### src/rtl/dmem_arbiter.sv
// Two-port round-robin arbiter and sequencer for the shared data memory.
// Each transaction is latched, replayed onto the single memory port, and completed with one done pulse.
module dmem_arbiter #(
    parameter int ADDR_W = 32,
    parameter int DATA_W = 32,
    parameter int RD_LAT = 1
) (
    input  logic              clk,
    input  logic              rst,

    input  logic              r0_req,
    input  logic              r0_we,
    input  logic [ADDR_W-1:0] r0_addr,
    input  logic [DATA_W-1:0] r0_wdata,
    output logic              r0_gnt,
    output logic              r0_done,
    output logic [DATA_W-1:0] r0_rdata,

    input  logic              r1_req,
    input  logic              r1_we,
    input  logic [ADDR_W-1:0] r1_addr,
    input  logic [DATA_W-1:0] r1_wdata,
    output logic              r1_gnt,
    output logic              r1_done,
    output logic [DATA_W-1:0] r1_rdata,

    output logic [ADDR_W-1:0] mem_addr,
    output logic [DATA_W-1:0] mem_wdata,
    output logic              mem_we,
    output logic              mem_re,
    input  logic [DATA_W-1:0] mem_rdata,

    output logic              busy
);

    // One extra bit so the counter can reach RD_LAT without wrapping.
    localparam int CNT_W = $clog2(RD_LAT) + 1;
    localparam logic [CNT_W-1:0] CNT_LAST = CNT_W'(RD_LAT - 1);

    typedef enum logic [1:0] {
        IDLE = 2'd0,
        XFER = 2'd1,
        DONE = 2'd2
    } state_t;

    state_t            state;
    state_t            state_nxt;

    logic              owner;
    logic              last;
    logic              lat_we;
    logic [ADDR_W-1:0] lat_addr;
    logic [DATA_W-1:0] lat_wdata;
    logic [CNT_W-1:0]  cnt;
    logic [DATA_W-1:0] rdata0_q;
    logic [DATA_W-1:0] rdata1_q;

    logic              arb_valid;
    logic              arb_owner;
    logic              xfer_end;
    logic              accept;
    logic              rd_capture;

    // On a tie the port that was not granted last time wins.
    always_comb begin
        arb_valid = r0_req | r1_req;
        arb_owner = (r0_req & r1_req) ? ~last : r1_req;
    end

    always_comb begin
        xfer_end   = lat_we | (cnt == CNT_LAST);
        accept     = (state == IDLE) & arb_valid;
        rd_capture = (state == XFER) & ~lat_we & (cnt == CNT_LAST);
    end

    always_ff @(posedge clk or posedge rst) begin
        if (rst) begin
            state <= IDLE;
        end else begin
            state <= state_nxt;
        end
    end

    always_comb begin
        state_nxt = state;
        case (state)
            IDLE: begin
                if (arb_valid) begin
                    state_nxt = XFER;
                end
            end
            XFER: begin
                if (xfer_end) begin
                    state_nxt = DONE;
                end
            end
            DONE: begin
                state_nxt = IDLE;
            end
            default: begin
                state_nxt = IDLE;
            end
        endcase
    end

    always_ff @(posedge clk or posedge rst) begin
        if (rst) begin
            owner     <= 1'b0;
            last      <= 1'b1;
            lat_we    <= 1'b0;
            lat_addr  <= '0;
            lat_wdata <= '0;
        end else if (accept) begin
            owner     <= arb_owner;
            last      <= arb_owner;
            lat_we    <= arb_owner ? r1_we    : r0_we;
            lat_addr  <= arb_owner ? r1_addr  : r0_addr;
            lat_wdata <= arb_owner ? r1_wdata : r0_wdata;
        end
    end

    always_ff @(posedge clk or posedge rst) begin
        if (rst) begin
            cnt <= '0;
        end else if (accept) begin
            cnt <= '0;
        end else if ((state == XFER) && !lat_we) begin
            cnt <= cnt + CNT_W'(1);
        end
    end

    // Read data is only ever written by the owning port's read completion.
    always_ff @(posedge clk or posedge rst) begin
        if (rst) begin
            rdata0_q <= '0;
            rdata1_q <= '0;
        end else if (rd_capture) begin
            if (owner) begin
                rdata1_q <= mem_rdata;
            end else begin
                rdata0_q <= mem_rdata;
            end
        end
    end

    always_comb begin
        mem_addr  = lat_addr;
        mem_wdata = lat_wdata;
        mem_we    = (state == XFER) &  lat_we;
        mem_re    = (state == XFER) & ~lat_we;
        busy      = (state != IDLE);
        r0_gnt    = ((state == XFER) || (state == DONE)) & ~owner;
        r1_gnt    = ((state == XFER) || (state == DONE)) &  owner;
        r0_done   = (state == DONE) & ~owner;
        r1_done   = (state == DONE) &  owner;
        r0_rdata  = rdata0_q;
        r1_rdata  = rdata1_q;
    end

endmodule

### config.mk
export PLATFORM = sky130hd
export DESIGN_NAME = dmem_arbiter
export DESIGN_NICKNAME = d
export VERILOG_FILES = /design/src/rtl/dmem_arbiter.sv
export SDC_FILE = /design/constraint.sdc
export NUM_CORES = 1
export LEC_CHECK = 0
export BUFFER_PORTS_ARGS = -buffer_cell sky130_fd_sc_hd__buf_4
export CORE_MARGIN = 2
export CORE_UTILIZATION = 45
export CTS_CLUSTER_SIZE = 25
export DETAILED_ROUTE_END_ITERATION = 12
export PLACE_DENSITY = 0.85
export SKIP_LAST_GASP = 1
export SLEW_MARGIN = 20
export SYNTH_ARGS = -nofsm -noshare
export SYNTH_HDL_FRONTEND = slang
export SYNTH_SLANG_ARGS = --single-unit
### constraint.sdc
create_clock -name clk -period 4.6 [get_ports clk]
set_input_delay 0.23 -clock clk [delete_from_list [all_inputs] [get_ports clk]]
set_output_delay 0.23 -clock clk [all_outputs]
set_load 0.05 [all_outputs]
==> flow_summary.html, run 1 <==
<table>
<tr><th>Metric</th><th>Value</th></tr>
<tr><th colspan="2">Layout</th></tr>
<tr><td>Multi-input combinational cell area</td><td>2130 um^2</td></tr>
<tr><td>Number of antenna repair diodes</td><td>0</td></tr>
<tr><td>Layout area overhead</td><td>51.6%</td></tr>
<tr><td>Most common cell after layout, fill and taps aside</td><td>sky130_fd_sc_hd__buf_4</td></tr>
<tr><td>Most frequent cells in the layout</td><td>sky130_fd_sc_hd__buf_4, sky130_fd_sc_hd__dfrtp_1, sky130_fd_sc_hd__a21oi_1</td></tr>
<tr><td>Fraction of final layout cells with drive strength greater than 1</td><td>48.3%</td></tr>
<tr><td>Net count of the finished layout</td><td>984</td></tr>
<tr><td>Number of filler instances in the final layout</td><td>853</td></tr>
<tr><td>Core occupancy in the finished layout</td><td>70.6%</td></tr>
<tr><td>Reg area</td><td>~3400 um^2</td></tr>
<tr><th colspan="2">CTS</th></tr>
<tr><td>Sinks on Clock Net</td><td>around 130</td></tr>
<tr><td>Number of levels in the clock H-tree</td><td>4</td></tr>
<tr><td>Insertion delay to the later sink of the worst-skew pair</td><td>~0.41 ns</td></tr>
<tr><td>Count of buffers added by post-CTS timing repair for setup</td><td>0</td></tr>
<tr><td>Clock Pin Slew Worst Setup and Hold Paths</td><td>0.06 ns</td></tr>
<tr><td>Hold_buf cts</td><td>0</td></tr>
<tr><td>Max clock buf depth</td><td>2</td></tr>
<tr><td>TritonCTS clock tree</td><td>yes</td></tr>
<tr><td>Clock Root Buffer</td><td>sky130_fd_sc_hd__clkbuf_16</td></tr>
<tr><td>Number of instances resized during post-cts repair</td><td>0</td></tr>
<tr><td>Inserted Clock Buffers</td><td>17</td></tr>
<tr><th colspan="2">Drt</th></tr>
<tr><td>Vias</td><td>5147</td></tr>
<tr><td>Post-DRT Antenna Nets</td><td>0</td></tr>
<tr><td>Router iterations before antenna repair</td><td>4</td></tr>
<tr><td>Number of DRC violations after detailed routing</td><td>0</td></tr>
<tr><td>Final routed wire length divided by cell count</td><td>17.7 um</td></tr>
<tr><td>DRT Wirelength</td><td>17600 um</td></tr>
<tr><td>Number of DRC markers after the initial detailed-route iteration</td><td>385</td></tr>
<tr><td>Via density per instance</td><td>5.19</td></tr>
<tr><th colspan="2">Floorplan</th></tr>
<tr><td>Std-Cell Rows</td><td>40</td></tr>
<tr><td>Die boundary width</td><td>116 um</td></tr>
<tr><td>Effective utilization at floorplan</td><td>46.6%</td></tr>
<tr><td>Die height</td><td>116 um</td></tr>
<tr><td>Total Die Area</td><td>13500 um^2</td></tr>
<tr><td>Core box area</td><td>12200 um^2</td></tr>
<tr><td>I/O pin cnt</td><td>between 300 and 400</td></tr>
<tr><th colspan="2">Synthesis</th></tr>
<tr><td>Post-synthesis cell area</td><td>5670 um^2</td></tr>
<tr><td>Syn Inst Count</td><td>around 520</td></tr>
<tr><td>Net count of the mapped netlist</td><td>695</td></tr>
<tr><td>Area share of the leading cell type in the synthesized netlist</td><td>58.7%</td></tr>
<tr><td>Register bit total from synthesis</td><td>134</td></tr>
<tr><td>Part of the Yosys area used for sequential elements</td><td>59.2%</td></tr>
<tr><td>Synth top area cells</td><td>sky130_fd_sc_hd__dfrtp_1, sky130_fd_sc_hd__a21oi_1, sky130_fd_sc_hd__mux2_2</td></tr>
<tr><td>Area leader, netlist</td><td>sky130_fd_sc_hd__dfrtp_1</td></tr>
<tr><td>Yosys warns</td><td>0</td></tr>
<tr><td>Mean instance size in the synthesized netlist</td><td>~11 um^2</td></tr>
<tr><td>Synth unique cells</td><td>25</td></tr>
<tr><th colspan="2">Timing</th></tr>
<tr><td>Final worst path period share</td><td>51.6%</td></tr>
<tr><td>Final setup slack of the worst path</td><td>around 2.2 ns</td></tr>
<tr><td>Relative slew slack</td><td>about two fifths</td></tr>
<tr><td>Slew at the pin closest to its max-slew limit</td><td>0.922 ns</td></tr>
<tr><td>Accumulated negative setup slack</td><td>0 ns</td></tr>
<tr><td>Worst setup skew after layout</td><td>0.00640 ns</td></tr>
<tr><td>Max-slew violation total from the final report</td><td>0</td></tr>
<tr><td>Final Critical Period</td><td>2.37 ns</td></tr>
<tr><td>Worst hold slack after final layout</td><td>-0.0197 ns</td></tr>
<tr><td>Final hold violations</td><td>83</td></tr>
<tr><td>RSZ-0062 raised after global routing</td><td>false</td></tr>
<tr><td>Highest Clock Rate</td><td>421 MHz</td></tr>
<tr><td># setup viols final</td><td>0</td></tr>
<tr><th colspan="2">Place</th></tr>
<tr><td>Final weighted congestion in routability-driven placement</td><td>0.813</td></tr>
<tr><td>Count of input and output buffers</td><td>300</td></tr>
<tr><td>Total half-perimeter wirelength after legalization and detailed placement</td><td>12500 um</td></tr>
<tr><td>Post-Place Setup Slack</td><td>2.24 ns</td></tr>
<tr><th colspan="2">Setup path</th></tr>
<tr><td>Slowest cell delay on critical path</td><td>approximately 0.56 ns</td></tr>
<tr><td>Slowest-stage cell, CP</td><td>sky130_fd_sc_hd__and3b_1</td></tr>
<tr><td>Cell-by-cell listing of the critical path</td><td>inv_1 -&gt; ha_1 -&gt; nor2b_4 -&gt; and3b_1 -&gt; buf_4 -&gt; mux2_2</td></tr>
<tr><td>Biggest fanout along the worst timing path</td><td>20</td></tr>
<tr><td>Worst path arrival time</td><td>2.66 ns</td></tr>
<tr><td>Worst Setup Start Kind</td><td>flop</td></tr>
<tr><td>Critical setup path kind</td><td>reg -&gt; reg</td></tr>
<tr><td>Data required time at the worst endpoint</td><td>4.89 ns</td></tr>
<tr><td>Kind of end point of the critical path</td><td>flop</td></tr>
<tr><th colspan="2">Status</th></tr>
<tr><td>Run status</td><td>finished with violations</td></tr>
<tr><td>Violations in the final reports</td><td>negative hold slack</td></tr>
<tr><th colspan="2">Power and ir drop</th></tr>
<tr><td>Pwr Total</td><td>8.11 mW</td></tr>
<tr><td>Power density of the placed cells</td><td>945 nW/um^2</td></tr>
<tr><td>VDD IR-drop max</td><td>0.510 mV</td></tr>
<tr><td>Leak</td><td>roughly 4.2 nW</td></tr>
<tr><th colspan="2">Global route</th></tr>
<tr><td>Global-route usage over all layers</td><td>25.5%</td></tr>
<tr><td>Vias in the first global route</td><td>5320</td></tr>
<tr><td>Global-route wire length before repair</td><td>26500 um</td></tr>
<tr><td>Remaining Overflow, GRT</td><td>0</td></tr>
<tr><td>Antenna violations before repair</td><td>0</td></tr>
<tr><td>Pin count of the biggest net entering global routing</td><td>85</td></tr>
<tr><th colspan="2">Flow run</th></tr>
<tr><td>Number of maximum-capacitance constraint violations</td><td>0</td></tr>
<tr><th colspan="2">Worst hold path</th></tr>
<tr><td>Worst hold path type</td><td>in -&gt; async</td></tr>
</table>
==> worst max-delay path, delay by kind of cell, from the launching register on <==
kind	cells	cell delay, ns
fa+ha+maj	1	0.19
flops	1	0.39
buf+inv	2	0.53
mux	1	0.38
simple gates	2	0.75
==> path summary, 6_finish.rpt <==
| check | startpoint | to | slack [ns] | cells after the start |
|---|---|---|---|---|
| setup / recovery | state[1] | r1_rdata[22] | 2.23 | 6 |
| hold / removal | rst | mem_wdata[12] | -0.02 | 2 |
| setup reg to reg | state[1] | r1_rdata[22] | 2.23 | 6 |
| hold reg to reg | r1_rdata[25] | r1_rdata[25] | 0.49 | 1 |
| max in group asynchronous | rst | mem_wdata[3] | 3.48 | 3 |
| min in group clk | mem_rdata[25] | r1_rdata[25] | 0.06 | 2 |
==> state kept, by name, summed over array words and instances (netlist names) <==
name and count:
r0_rdata 32, mem_addr 32, cnt 1, owner 1
lat_we 1, mem_wdata 32, state 2, r1_rdata 32
last 1
==> report_power, final <==
| part | switching, mW | internal [mW] | leakage [nW] |
|---|---|---|---|
| clock network | 0.477 | 0.874 | 0.286 |
| logic | 3.18 | 1.42 | 2.36 |
| registers | 0.373 | 1.78 | 1.56 |
==> cell families (layout without fill, tap and decap cells) <==
kind of cell	after synthesis	after routing	share of synthesized area, %
simple gates	141	141	10.1
fa+ha+maj	5	5	1.10
mux	66	66	13.1
compound gates	138	138	12.4
flops	134	134	59.2
buf+inv	39	339	3.89
xor+xnor	1	1	0.155
==> routing by layer <==
metal  up-vias  wire [um]  track usage (%)
li1       2342          -                -
met1      2502       6560             29.3
met2       272       9060             45.1
met3        31       1560             7.58
met4         0        374             9.76
met5         -          0                0
==> cells in the mapped netlist <==
master,n
sky130_fd_sc_hd__a21bo_2,1
sky130_fd_sc_hd__a21boi_1,1
sky130_fd_sc_hd__a21oi_1,131
sky130_fd_sc_hd__a22oi_1,1
sky130_fd_sc_hd__a31oi_1,1
sky130_fd_sc_hd__and2_1,3
sky130_fd_sc_hd__and3b_1,1
sky130_fd_sc_hd__buf_2,23
sky130_fd_sc_hd__buf_6,6
sky130_fd_sc_hd__clkbuf_1,6
sky130_fd_sc_hd__dfrtp_1,133
sky130_fd_sc_hd__dfstp_2,1
sky130_fd_sc_hd__ha_1,5
sky130_fd_sc_hd__inv_1,4
sky130_fd_sc_hd__mux2_1,8
sky130_fd_sc_hd__mux2_2,58
sky130_fd_sc_hd__nand2_1,66
sky130_fd_sc_hd__nor2_1,67
sky130_fd_sc_hd__nor2b_1,2
sky130_fd_sc_hd__nor2b_4,1
sky130_fd_sc_hd__nor3b_4,1
sky130_fd_sc_hd__o21a_1,1
sky130_fd_sc_hd__o21ai_0,1
sky130_fd_sc_hd__o21ai_1,1
sky130_fd_sc_hd__xnor2_1,1
==> per-stage QoR <==
| step | cell area (um^2) | std cells |
|---|---|---|
| after global routing | 8590 | 992 |
| after global placement | 7990 | 962 |
| after detailed placement | 8000 | 962 |
| after floorplan | 5670 | 524 |
| after CTS | 8590 | 992 |
| final | 8590 | 992 |
==> area by class of cell <==
type / count / area share, %
clock buffer: 22 / 5.40
inverter: 4 / 0.233
clock inverter: 8 / 1.46
timing repair buffer: 305 / 26.7
multi-input combinational: 351 / 24.8
sequential: 134 / 39.0
tap: 168 / 2.45
Power figures use the tool's default switching activity.
==> inputs of run 2 (changes only) <==
==> constraint.sdc (replaced) <==
create_clock -name clk -period 2.35 [get_ports clk]
set_input_delay 0.1175 -clock clk [delete_from_list [all_inputs] [get_ports clk]]
set_output_delay 0.1175 -clock clk [all_outputs]
set_load 0.05 [all_outputs]
==> run 2 against run 1 <==
The run now ends clean; count of clock-buffer cells in the layout is 3 lower; non-clock buffer count grew 128; clock skew grew 0.0097 ns; clock power up 120%; largest cell class is now non-clock buffers; final cell count grew 13%.
==> flow_summary.html, run 2 (synthesis gave the netlist of run 1 again) <==
<table>
<tr><th>Metric</th><th>Value</th></tr>
<tr><th colspan="2">CTS</th></tr>
<tr><td>Insertion delay to the later sink of the worst-skew pair</td><td>0.42 ns (about the same)</td></tr>
<tr><td>Number of levels in the clock H-tree</td><td>4 (unchanged)</td></tr>
<tr><td>TritonCTS clock tree</td><td>yes</td></tr>
<tr><td>Clock Root Buffer</td><td>sky130_fd_sc_hd__clkbuf_16</td></tr>
<tr><td>Clock Pin Slew Worst Setup and Hold Paths</td><td>0.06 ns (about the same)</td></tr>
<tr><td>Sinks on Clock Net</td><td>134 (unchanged)</td></tr>
<tr><td>Inserted Clock Buffers</td><td>17 (unchanged)</td></tr>
<tr><td>Max clock buf depth</td><td>2 (unchanged)</td></tr>
<tr><td>Count of buffers added by post-CTS timing repair for setup</td><td>0 (unchanged)</td></tr>
<tr><th colspan="2">Power and ir drop</th></tr>
<tr><td>Sw frac</td><td>49.5% (-0.18 points)</td></tr>
<tr><td>Power share of the combinational group</td><td>57.0% (+0.2 points)</td></tr>
<tr><td>Clock share of power</td><td>17.5% (+0.8 points)</td></tr>
<tr><td>Power density of the placed cells</td><td>1700 nW/um^2 (+80%)</td></tr>
<tr><td>Leak</td><td>4.79 nW (+14%)</td></tr>
<tr><td>Power dissipated by switching net loads</td><td>8.42 mW (+110%)</td></tr>
<tr><td>VDD IR-drop max</td><td>0.988 mV (+94%)</td></tr>
<tr><td>Fraction of power consumed by sequential logic</td><td>25.5% (-1.1 points)</td></tr>
<tr><td>Internal power summed over all cells</td><td>8.59 mW (+110%)</td></tr>
<tr><th colspan="2">Floorplan</th></tr>
<tr><td>Total Die Area</td><td>13500 um^2 (unchanged)</td></tr>
<tr><td>I/O pin cnt</td><td>301 (unchanged)</td></tr>
<tr><td>Core box area</td><td>12200 um^2 (unchanged)</td></tr>
<tr><td>Die height</td><td>116 um (unchanged)</td></tr>
<tr><td>Effective utilization at floorplan</td><td>46.6% (unchanged)</td></tr>
<tr><td>Die boundary width</td><td>116 um (unchanged)</td></tr>
<tr><td>Std-Cell Rows</td><td>40 (unchanged)</td></tr>
<tr><th colspan="2">Drt</th></tr>
<tr><td>Number of DRC markers after the initial detailed-route iteration</td><td>558 (+45%)</td></tr>
<tr><td>Via density per instance</td><td>5.39 (+3.9%)</td></tr>
<tr><td>DRT Wirelength</td><td>22800 um (+30%)</td></tr>
<tr><td>Vias</td><td>6065 (+18%)</td></tr>
<tr><td>Final routed wire length divided by cell count</td><td>20.2 um (+14%)</td></tr>
<tr><td>Router iterations before antenna repair</td><td>5 (+1)</td></tr>
<tr><td>Number of DRC violations after detailed routing</td><td>0 (unchanged)</td></tr>
<tr><td>Post-DRT Antenna Nets</td><td>0 (unchanged)</td></tr>
<tr><th colspan="2">Timing</th></tr>
<tr><td>Final worst path period share</td><td>93.7% (+42 points)</td></tr>
<tr><td># setup viols final</td><td>0 (unchanged)</td></tr>
<tr><td>Worst setup skew after layout</td><td>0.0161 ns (+0.00971 ns)</td></tr>
<tr><td>Highest Clock Rate</td><td>454 MHz (+7.8%)</td></tr>
<tr><td>Accumulated negative setup slack</td><td>0 ns (unchanged)</td></tr>
<tr><td>RSZ-0062 raised after global routing</td><td>false</td></tr>
<tr><td>Final hold violations</td><td>0 (-100%)</td></tr>
<tr><td>Max-slew violation total from the final report</td><td>0 (unchanged)</td></tr>
<tr><td>Final setup slack of the worst path</td><td>0.148 ns (-2.08 ns)</td></tr>
<tr><td>Final Critical Period</td><td>2.20 ns (-0.173 ns)</td></tr>
<tr><td>Worst hold slack after final layout</td><td>0.00929 ns (+0.0290 ns)</td></tr>
<tr><td>Slew at the pin closest to its max-slew limit</td><td>0.594 ns (-0.327 ns)</td></tr>
<tr><td>Relative slew slack</td><td>60.4% (+22 points)</td></tr>
<tr><th colspan="2">Setup path</th></tr>
<tr><td>Slowest-stage cell, CP</td><td>sky130_fd_sc_hd__dlygate4sd3_1</td></tr>
<tr><td>Biggest fanout along the worst timing path</td><td>35 (+75%)</td></tr>
<tr><td>Worst path arrival time</td><td>2.54 ns (-0.12 ns)</td></tr>
<tr><td>Register-to-register path setup slack</td><td>0.15 ns (-2.08 ns)</td></tr>
<tr><td>Data required time at the worst endpoint</td><td>2.69 ns (-2.20 ns)</td></tr>
<tr><td>Cell-by-cell listing of the critical path</td><td>inv_1 -&gt; ha_2 -&gt; o21a_2 -&gt; buf_8 -&gt; nor2_1 -&gt; a21oi_1 -&gt; dlygate4sd3_1</td></tr>
<tr><td>Critical setup path kind</td><td>reg -&gt; reg</td></tr>
<tr><td>Worst Setup Start Kind</td><td>flop</td></tr>
<tr><td>Crit-path leading delay family</td><td>buffers and inverters</td></tr>
<tr><td>Count of buffering cells on the critical path with inverters included</td><td>3 (+1)</td></tr>
<tr><td>Kind of end point of the critical path</td><td>flop</td></tr>
<tr><td>Slowest cell delay on critical path</td><td>0.60 ns (+0.04 ns)</td></tr>
<tr><th colspan="2">Layout</th></tr>
<tr><td>Fraction of final layout cells with drive strength greater than 1</td><td>43.1% (-5.2 points)</td></tr>
<tr><td>Most frequent cells in the layout</td><td>sky130_fd_sc_hd__buf_4, sky130_fd_sc_hd__dfrtp_1, sky130_fd_sc_hd__a21oi_1</td></tr>
<tr><td>Net count of the finished layout</td><td>1113 (+13%)</td></tr>
<tr><td>Most common cell after layout, fill and taps aside</td><td>sky130_fd_sc_hd__buf_4</td></tr>
<tr><td>Number of filler instances in the final layout</td><td>615 (-28%)</td></tr>
<tr><td>Reg area</td><td>3350 um^2 (unchanged)</td></tr>
<tr><td>Layout area overhead</td><td>76.2%</td></tr>
<tr><td>Multi-input combinational cell area</td><td>2130 um^2 (about the same)</td></tr>
<tr><th colspan="2">Status</th></tr>
<tr><td>Run status</td><td>finished clean</td></tr>
<tr><th colspan="2">Global route</th></tr>
<tr><td>Antenna violations before repair</td><td>2 (+2)</td></tr>
<tr><td>Global-route usage over all layers</td><td>33.6% (+8.1 points)</td></tr>
<tr><td>Global-route wire length before repair</td><td>34000 um (+29%)</td></tr>
<tr><td>Remaining Overflow, GRT</td><td>0 (unchanged)</td></tr>
<tr><td>Pin count of the biggest net entering global routing</td><td>48 (-44%)</td></tr>
<tr><td>Vias in the first global route</td><td>6374 (+20%)</td></tr>
<tr><th colspan="2">Worst hold path</th></tr>
<tr><td>Worst hold path type</td><td>in -&gt; reg</td></tr>
<tr><th colspan="2">Flow run</th></tr>
<tr><td>Number of maximum-capacitance constraint violations</td><td>0 (unchanged)</td></tr>
<tr><th colspan="2">Place</th></tr>
<tr><td>Count of input and output buffers</td><td>300 (unchanged)</td></tr>
<tr><td>Total half-perimeter wirelength after legalization and detailed placement</td><td>12600 um (+0.33%)</td></tr>
<tr><td>Final weighted congestion in routability-driven placement</td><td>0.899 (+11%)</td></tr>
<tr><td>Post-Place Setup Slack</td><td>0.325 ns (-1.92 ns)</td></tr>
</table>
-- run 2: changes by cell type in the layout (fill, tap and decap cells not counted), moves of 2 or more --
cell,change
sky130_fd_sc_hd__dlygate4sd3_1,+121
sky130_fd_sc_hd__buf_12,+2
sky130_fd_sc_hd__clkbuf_1,-3
sky130_fd_sc_hd__bufinv_16,+2
sky130_fd_sc_hd__buf_6,+2
sky130_fd_sc_hd__diode_2,+3
-- run 2: per-stage QoR --
| stage | instance area [um^2] | power, mW | std cells | utilization, % |
|---|---|---|---|---|
| final | 9980 | 17.0 | 1125 | 82.1 |
| after global routing | 9980 | 17.6 | 1123 | 82.1 |
| after CTS | 9920 | 16.6 | 1120 | 81.6 |
| after detailed placement | 8060 | 13.3 | 968 | 66.3 |
| after global placement | 8060 | 13.0 | 968 | 66.3 |
| after floorplan | 5670 | 10.3 | 524 | - |
-- run 2: cell type report --
| cell class | instances | share of cell area (%) |
|---|---|---|
| clock inverter | 12 | 1.99 |
| timing repair buffer | 433 | 36.2 |
| sequential | 134 | 33.6 |
| multi-input combinational | 352 | 21.3 |
| tap | 168 | 2.11 |
| inverter | 4 | 0.188 |
| antenna | 3 | 0.0752 |
| clock buffer | 19 | 4.54 |
-- run 2: what timing repair did --
| action | in CTS | in global routing |
|---|---|---|
| gates resized for setup | 0 | 5 |
| endpoints found under the hold margin | 263 | 0 |
| hold buffers | 121 | 0 |
| endpoints found under the setup margin | 0 | 10 |
-- run 2: routing by layer --
metal  share of wire (%)  up-vias  GRT usage (%)
met4                 4.1        0           16.3
met1                  36     2930           38.0
met3                 8.7       89           9.19
met5                   0        -              0
li1                    -     2613              -
met2                  51      433           58.9
-- run 2: tightest hold or removal path: stages --
cell	delay (ns)
sky130_fd_sc_hd__buf_4	0.08
sky130_fd_sc_hd__a21oi_1	0.05
sky130_fd_sc_hd__a21oi_1	0.13
-- run 2: final timing paths --
path                           endpoint    startpoint  cells after the start
setup / recovery           mem_addr[31]      state[1]                      7
hold / removal             mem_wdata[4]   r1_wdata[4]                      3
setup reg to reg           mem_addr[31]      state[1]                      7
hold reg to reg            r0_rdata[26]  r0_rdata[26]                      1
max in group asynchronous  mem_addr[10]           rst                      4
min in group asynchronous        lat_we           rst                      4
-- run 2: power groups by stage --
stage	sequential [mW]	combinational, mW	clock (mW)
finish	4.34	9.70	2.97
CTS	4.23	9.41	2.96
floorplan	7.98	2.37	0
detailed placement	4.23	9.06	0
global placement	4.17	8.83	0
global route	4.44	10.1	3.10
